$ cat src/rtl/mem32_arbiter_if.sv
// Bus bundle between two requesters, the arbiter and a 32-byte memory.
// The master side is the requester/memory environment; the slave side is the arbiter.
interface mem32_arbiter_if;
    logic       req0;
    logic       req1;
    logic       we0;
    logic       we1;
    logic [4:0] addr0;
    logic [4:0] addr1;
    logic [7:0] wdata0;
    logic [7:0] wdata1;
    logic       ack0;
    logic       ack1;
    logic [7:0] rdata;
    logic       busy;
    logic [4:0] mem_addr;
    logic [7:0] mem_wdata;
    logic       mem_read;
    logic       mem_write;
    logic [7:0] mem_rdata;

    modport master (
        output req0, req1, we0, we1, addr0, addr1, wdata0, wdata1, mem_rdata,
        input  ack0, ack1, rdata, busy, mem_addr, mem_wdata, mem_read, mem_write
    );

    modport slave (
        input  req0, req1, we0, we1, addr0, addr1, wdata0, wdata1, mem_rdata,
        output ack0, ack1, rdata, busy, mem_addr, mem_wdata, mem_read, mem_write
    );
endinterface

$ cat src/rtl/mem32_arbiter.sv


module mem32_arbiter #(
    parameter int PRIO_INIT = 0
) (
    input logic            clk,
    input logic            reset,
    mem32_arbiter_if.slave bus
);
    typedef enum logic [1:0] {
        IDLE   = 2'b00,
        ACCESS = 2'b01,
        DONE   = 2'b10
    } state_t;

    localparam logic PRIO_RST = (PRIO_INIT != 0) ? 1'b1 : 1'b0;

    state_t     state_r, state_s;
    logic       prio_r, gnt_r;
    logic       grant_s, gnt_s, we_s;
    logic [4:0] addr_s;
    logic [7:0] wdata_s;
    logic       rd_s, wr_s, ack0_s, ack1_s;
    logic       rd_r, wr_r, ack0_r, ack1_r, busy_r;
    logic [7:0] rdata_r;
    logic [4:0] maddr_r;
    logic [7:0] mwdata_r;

    // Next state, arbitration decision and next values of the registered strobes
    always_comb begin
        state_s = state_r;
        grant_s = 1'b0;
        gnt_s   = gnt_r;
        we_s    = 1'b0;
        addr_s  = maddr_r;
        wdata_s = mwdata_r;
        rd_s    = 1'b0;
        wr_s    = 1'b0;
        ack0_s  = 1'b0;
        ack1_s  = 1'b0;
        case (state_r)
            IDLE: begin
                if (bus.req0 || bus.req1) begin
                    grant_s = 1'b1;
                    // Contention goes to the pointer holder; a lone request wins outright
                    if (bus.req0 && bus.req1) begin
                        gnt_s = prio_r;
                    end else begin
                        gnt_s = bus.req1;
                    end
                    if (gnt_s) begin
                        we_s    = bus.we1;
                        addr_s  = bus.addr1;
                        wdata_s = bus.wdata1;
                    end else begin
                        we_s    = bus.we0;
                        addr_s  = bus.addr0;
                        wdata_s = bus.wdata0;
                    end
                    rd_s    = ~we_s;
                    wr_s    = we_s;
                    state_s = ACCESS;
                end else begin
                    state_s = IDLE;
                end
            end
            ACCESS: begin
                state_s = DONE;
                ack0_s  = ~gnt_r;
                ack1_s  = gnt_r;
            end
            DONE:    state_s = IDLE;
            default: state_s = IDLE;
        endcase
    end

    // State register
    always_ff @(posedge clk or posedge reset) begin
        if (reset) begin
            state_r <= IDLE;
        end else begin
            state_r <= state_s;
        end
    end

    // Grant bookkeeping, memory-side registers and handshake outputs
    always_ff @(posedge clk or posedge reset) begin
        if (reset) begin
            prio_r   <= PRIO_RST;
            gnt_r    <= 1'b0;
            maddr_r  <= 5'd0;
            mwdata_r <= 8'h00;
            rd_r     <= 1'b0;
            wr_r     <= 1'b0;
            ack0_r   <= 1'b0;
            ack1_r   <= 1'b0;
            busy_r   <= 1'b0;
            rdata_r  <= 8'h00;
        end else begin
            if (grant_s) begin
                prio_r <= ~gnt_s;
            end else begin
                prio_r <= prio_r;
            end
            gnt_r    <= gnt_s;
            maddr_r  <= addr_s;
            mwdata_r <= wdata_s;
            rd_r     <= rd_s;
            wr_r     <= wr_s;
            ack0_r   <= ack0_s;
            ack1_r   <= ack1_s;
            busy_r   <= (state_s != IDLE);
            // The read strobe is only high during ACCESS, so this is the ACCESS edge
            if (rd_r) begin
                rdata_r <= bus.mem_rdata;
            end else begin
                rdata_r <= rdata_r;
            end
        end
    end

    assign bus.ack0      = ack0_r;
    assign bus.ack1      = ack1_r;
    assign bus.rdata     = rdata_r;
    assign bus.busy      = busy_r;
    assign bus.mem_addr  = maddr_r;
    assign bus.mem_wdata = mwdata_r;
    assign bus.mem_read  = rd_r;
    assign bus.mem_write = wr_r;
endmodule
$ cat src/flat_wrapper.sv
// flat-port wrapper written by rule: the top's interface ports become plain ports
module mem32_arbiter_flat 
#(
    parameter int PRIO_INIT = 0
)
  (clk, reset, bus_req0, bus_req1, bus_we0, bus_we1, bus_addr0, bus_addr1, bus_wdata0, bus_wdata1, bus_mem_rdata, bus_ack0, bus_ack1, bus_rdata, bus_busy, bus_mem_addr, bus_mem_wdata, bus_mem_read, bus_mem_write);
  mem32_arbiter_if bus_i ();
  input logic clk;
  input logic reset;
  input wire logic [$bits(bus_i.req0)-1:0] bus_req0;
  input wire logic [$bits(bus_i.req1)-1:0] bus_req1;
  input wire logic [$bits(bus_i.we0)-1:0] bus_we0;
  input wire logic [$bits(bus_i.we1)-1:0] bus_we1;
  input wire logic [$bits(bus_i.addr0)-1:0] bus_addr0;
  input wire logic [$bits(bus_i.addr1)-1:0] bus_addr1;
  input wire logic [$bits(bus_i.wdata0)-1:0] bus_wdata0;
  input wire logic [$bits(bus_i.wdata1)-1:0] bus_wdata1;
  input wire logic [$bits(bus_i.mem_rdata)-1:0] bus_mem_rdata;
  output wire logic [$bits(bus_i.ack0)-1:0] bus_ack0;
  output wire logic [$bits(bus_i.ack1)-1:0] bus_ack1;
  output wire logic [$bits(bus_i.rdata)-1:0] bus_rdata;
  output wire logic [$bits(bus_i.busy)-1:0] bus_busy;
  output wire logic [$bits(bus_i.mem_addr)-1:0] bus_mem_addr;
  output wire logic [$bits(bus_i.mem_wdata)-1:0] bus_mem_wdata;
  output wire logic [$bits(bus_i.mem_read)-1:0] bus_mem_read;
  output wire logic [$bits(bus_i.mem_write)-1:0] bus_mem_write;
  assign bus_i.req0 = bus_req0;
  assign bus_i.req1 = bus_req1;
  assign bus_i.we0 = bus_we0;
  assign bus_i.we1 = bus_we1;
  assign bus_i.addr0 = bus_addr0;
  assign bus_i.addr1 = bus_addr1;
  assign bus_i.wdata0 = bus_wdata0;
  assign bus_i.wdata1 = bus_wdata1;
  assign bus_i.mem_rdata = bus_mem_rdata;
  assign bus_ack0 = bus_i.ack0;
  assign bus_ack1 = bus_i.ack1;
  assign bus_rdata = bus_i.rdata;
  assign bus_busy = bus_i.busy;
  assign bus_mem_addr = bus_i.mem_addr;
  assign bus_mem_wdata = bus_i.mem_wdata;
  assign bus_mem_read = bus_i.mem_read;
  assign bus_mem_write = bus_i.mem_write;
  mem32_arbiter #(.PRIO_INIT(PRIO_INIT)) u_core (.clk(clk), .reset(reset), .bus(bus_i));
endmodule
$ cat config.mk
export PLATFORM = sky130hd
export DESIGN_NAME = mem32_arbiter_flat
export DESIGN_NICKNAME = d
export VERILOG_FILES = /design/src/rtl/mem32_arbiter_if.sv /design/src/rtl/mem32_arbiter.sv /design/src/flat_wrapper.sv
export SDC_FILE = /design/constraint.sdc
export NUM_CORES = 1
export LEC_CHECK = 0
export BUFFER_PORTS_ARGS = -buffer_cell sky130_fd_sc_hd__buf_2
export CAP_MARGIN = 20
export CELL_PAD_IN_SITES_DETAIL_PLACEMENT = 0
export CELL_PAD_IN_SITES_GLOBAL_PLACEMENT = 1
export CORE_ASPECT_RATIO = 0.6
export CORE_MARGIN = 2
export CORE_UTILIZATION = 31
export DETAILED_ROUTE_END_ITERATION = 12
export GPL_ROUTABILITY_DRIVEN = 0
export PLACE_DENSITY_LB_ADDON = 0.05
export SYNTH_ARGS = -nofsm -noshare
export SYNTH_HDL_FRONTEND = slang
export SYNTH_SLANG_ARGS = --single-unit
$ cat constraint.sdc
create_clock -name clk -period 1.37 [get_ports clk]
set_input_delay 0.2055 -clock clk [delete_from_list [all_inputs] [get_ports clk]]
set_output_delay 0.2055 -clock clk [all_outputs]
set_load 0.05 [all_outputs]
==> Word level (Yosys, flattened, before mapping) <==
Index checks and enable logic that the tools add are counted.
{ "op_classes": {"eq_ne": 1, "n_reduce_logical": 5, "muxes": 20, "bitwise_logic": 3} }
{ "ops": {"columns": ["op", "n"], "rows": [
  ["2-to-1 mux 1 bit", 17],
  ["2-to-1 mux 8 bit", 1],
  ["2-to-1 mux 5 bit", 1],
  ["one-hot mux 2 bit (2 select lines)", 1],
  ["inverter 1 bit", 3],
  ["== test 2 x 1 -> 1 bit, second input constant", 1],
  ["logical NOT 2 bit", 1],
  ["AND reduction 2 bit", 1],
  ["nonzero test 2 bit", 1],
  ["logical AND 1 bit", 1],
  ["logical OR 1 bit", 1]
]} }
{ "totals": {"reg_bits": 30, "input_bits": 40, "wordCells": 40} }

==> Depth between registers and ports, before layout <==
{ "depth": {"word_depth": 10, "depth_mapped": 7, "mapped_depth_nobuf": 4} }

==> Worst setup path after synthesis <==
No wires, ideal clock.
{ "synth_timing": {"kind": "reg-to-reg", "from": "reg u_core.rd_r (netlist: u_core.bus.mem_read)", "to": "reg u_core.rdata_r[0] (netlist: u_core.bus.rdata[0])", "path_slack_ns": -0.049, "path_stages_with_launch": 3, "synth_period_minus_slack_ns": 1.419, "t_arrival_ns": 1.294, "path_cell_list": "dfrtp_1 > clkbuf_1 > mux2_2"} }
{ "synth_lines": {"columns": ["element", "line_no", "rtl"], "rows": [
  ["start: declaration", "mem32_arbiter.sv:24", "logic rd_r, wr_r, ack0_r, ack1_r, busy_r;"],
  ["start signal: assignment", "mem32_arbiter.sv:108", "rd_r <= rd_s;"],
  ["end signal: assignment", "mem32_arbiter.sv:115", "rdata_r <= bus.mem_rdata;"],
  ["end signal: assignment", "mem32_arbiter.sv:117", "rdata_r <= rdata_r;"],
  ["end: declaration", "mem32_arbiter.sv:25", "logic [7:0] rdata_r;"]
]} }
No word-level cell between the ends.

==> Worst setup path after layout <==
{ "layout_timing": {"from": "reg u_core.rd_r (netlist: u_core.bus.mem_read)", "to": "out bus_mem_read"} }
{ "layout_lines": {"columns": ["element", "line_no", "rtl"], "rows": [
  ["end: declaration", "flat_wrapper.sv:25", "output wire logic [$bits(bus_i.mem_read)-1:0] bus_mem_read;"]
]} }
No word-level cell between the ends.

==> flow_summary.ini <==
[run_status]
outcome = finished, final reports clean

[final_layout]
n_fill_cell = 436
area_growth_pct = 37.7
multi_input_comb_area_um2 = 566
seq_area_um2 = 752
nets = 235
insertedDiodeCount = 0
drive_above_1_share_pct = 58.2

[timing]
worst_pin_slew_ns = 0.384
finClkSkew_ns = 0.00419
period_needed_ns = 1.25
finalCritPeriodShare_pct = 91.4
clock.fmax_mhz = 798
slew_viol_final = 0
grt_setup_unrepaired = no
finalSetupTns_ns = 0
max-slew-margin-rel_pct = 74.4
fin_ws_ns = 0.117
hold_violations = 0
finalSetupViolations = 0

[critical_path]
cp_max_fo = 9
crit_required_ns = 1.16
crit_type = reg2out
slowest_stage = dfrtp_2
max_stage_delay_ns = 0.47
arrival_ns = 1.05
rrSetupSlack_ns = 0.17
cp_cell_sequence = buf_2
crit_path_start = u_core.bus.mem_read$_DFF_PP0_
rr_startpoint = u_core.prio_r$_DFFE_PP0P_
crit_family = flip-flops
cp-end-kind = output port
crit_buf_inv = 1
worst_setup_path_start_kind = flop

[min_path]
worstHoldStart = bus_mem_rdata[0]
hold_path_class = in2reg

[power]
p_leak_nw = 0.899
power.density_mw_per_mm2 = 2790
ir_drop_uv = 877

[grt]
grt_usage_pct = 14.8
grt-ovfl-total = 0
grt_pass1_wl_um = 5840
grt_pass1_vias = 1192
grt_max_degree = 31
grt_antenna_before_repair = 0

[clock_network]
post_cts_buffers = 0
clk_latency_ns = 0.27
clk_pin_slew_ns = 0.06
cts_root_buf = clkbuf_8
cts_tree = done
cts_sinks = 30
cts_buffers = 5
cts-htree-levels = 2
clock_path_buffers = 2

[place]
hpwlAfterDp_um = 2710
place.port_buffers = 65
dp_worst_setup_slack_ns = 0.182

[synth]
ys_warn_count = 0
synth.largest_area_cell = dfrtp_1
synth.area.top_cells = dfrtp_1 53%, a31oi_2 8.0%, mux2_2 6.4%
yosysTopAreaCellShare_pct = 53.3
synthTopCellsByCount = 30 x dfrtp_1, 14 x nand3_1, 14 x o21ai_0, 9 x a21oi_2, 9 x a31oi_2
ys_ff_latch = 30
synth_edf_count = 0
synth_fp_nets = 161
avgSynthCellArea_um2 = 11.6
synthesis.area_mm2 = 0.00141
yosysSeqAreaShare_pct = 53.3
synth_top_flop_cell = dfrtp_1
syn_inst = 121
synth_most_common_cell = dfrtp_1
async_reset_ff_share_pct = 100
ys_types = 24

[floorplanning]
initial_utilization_pct = 33.2
dieArea_mm2 = 0.00511
core_mm2 = 0.00423
die_w_um = 91.0
placementRows = 18
die_y_um = 56.2
io-pin-count = 66

[drt]
drt_pass1_iterations = 4
avgRoutedWirePerCell_um = 13.9
ant_nets = 0
wl_um = 3570
initialDrtViolationCount = 34
viasPerCell = 4.77
drc = 0
route.vias.total = 1222

[flow_run]
max_cap_violations = 0
-- registers in the layout (all words and copies together), names as in the netlist, 2 cells and up, named ones only --
name and count:
u_core.bus.mem_wdata 8, u_core.bus.rdata 8, u_core.bus.mem_addr 5, u_core.state_r 2
-- worst paths after layout --
kind | to | depth (start not counted)
worst max-delay path | bus_mem_read | 1
worst min-delay path | u_core.bus.rdata[0]$_DFFE_PP0P_ | 2
worst max register to register | u_core.bus.mem_wdata[0]$_DFFE_PP0P_ | 4
worst min register to register | u_core.bus.ack0$_DFF_PP0_ | 1
max in group asynchronous | u_core.bus.mem_read$_DFF_PP0_ | 4
min in group asynchronous | u_core.bus.mem_addr[1]$_DFFE_PP0P_ | 4
-- where the power goes --
part	leakage, nW	switching (mW)	internal, mW
sequential	0.350	0.266	1.33
clock	0.0575	0.320	0.507
combinational	0.491	2.13	0.866
total	0.899	2.71	2.70
-- metrics by stage --
stage / utilization, % / hold slack (ns) / area [um^2] / instances / power [mW]
2_1_floorplan: - / 0.296 / 1410 / 121 / 3.92
3_5_place_dp: 42.9 / 0.295 / 1820 / 247 / 4.63
3_3_place_gp: 42.9 / 0.298 / 1820 / 247 / 4.58
6_report: 45.8 / 0.162 / 1940 / 256 / 5.41
4_1_cts: 45.8 / 0.152 / 1940 / 256 / 5.47
5_1_grt: 45.8 / 0.150 / 1940 / 256 / 5.70
-- repair_timing --
action	CTS	global route
resized for setup	0	0
hold buffers	1	0
endpoints found under the hold margin	9	0
-- cell type report --
class / count / area share [%]
flip-flops and latches: 30 / 38.8
multi-input cells: 77 / 29.2
repair buffers: 77 / 21.6
clock buffers: 8 / 5.68
well taps: 60 / 3.87
inverters: 4 / 0.904
-- cell usage in the layout, fill, tap and decap left out --
master,n
buf_2,65
a31oi_2,9
buf_4,11
inv_4,1
a31oi_1,5
and2_1,1
nor2_1,1
o21ai_0,14
nor2_4,1
dfrtp_2,1
a32o_1,1
nand2b_1,2
dfrtp_1,29
nand2_4,1
nand2_1,2
mux2_2,8
a21oi_1,6
clkbuf_8,8
or2_1,1
and3_1,1
a21oi_2,9
dlygate4sd3_1,1
inv_1,3
and2b_1,1
nand3_1,14
-- cell families after synthesis --
group | Yosys count | share of synthesized area (%)
AO/OA/AOI/OAI | 44 | 23.6
flip-flops | 30 | 53.3
AND/OR/NAND/NOR | 25 | 10.1
buffers and inverters | 14 | 6.49
multiplexers | 8 | 6.40
-- per-layer routing --
metal / global-route usage [%] / up-vias / wire [um]
met5: 0 / - / 0
met4: 6.49 / 0 / 35
met3: 5.15 / 2 / 312
met2: 20.7 / 52 / 1550
met1: 20.5 / 579 / 1680
li1: - / 589 / -
(Power assumes the default switching activity.)
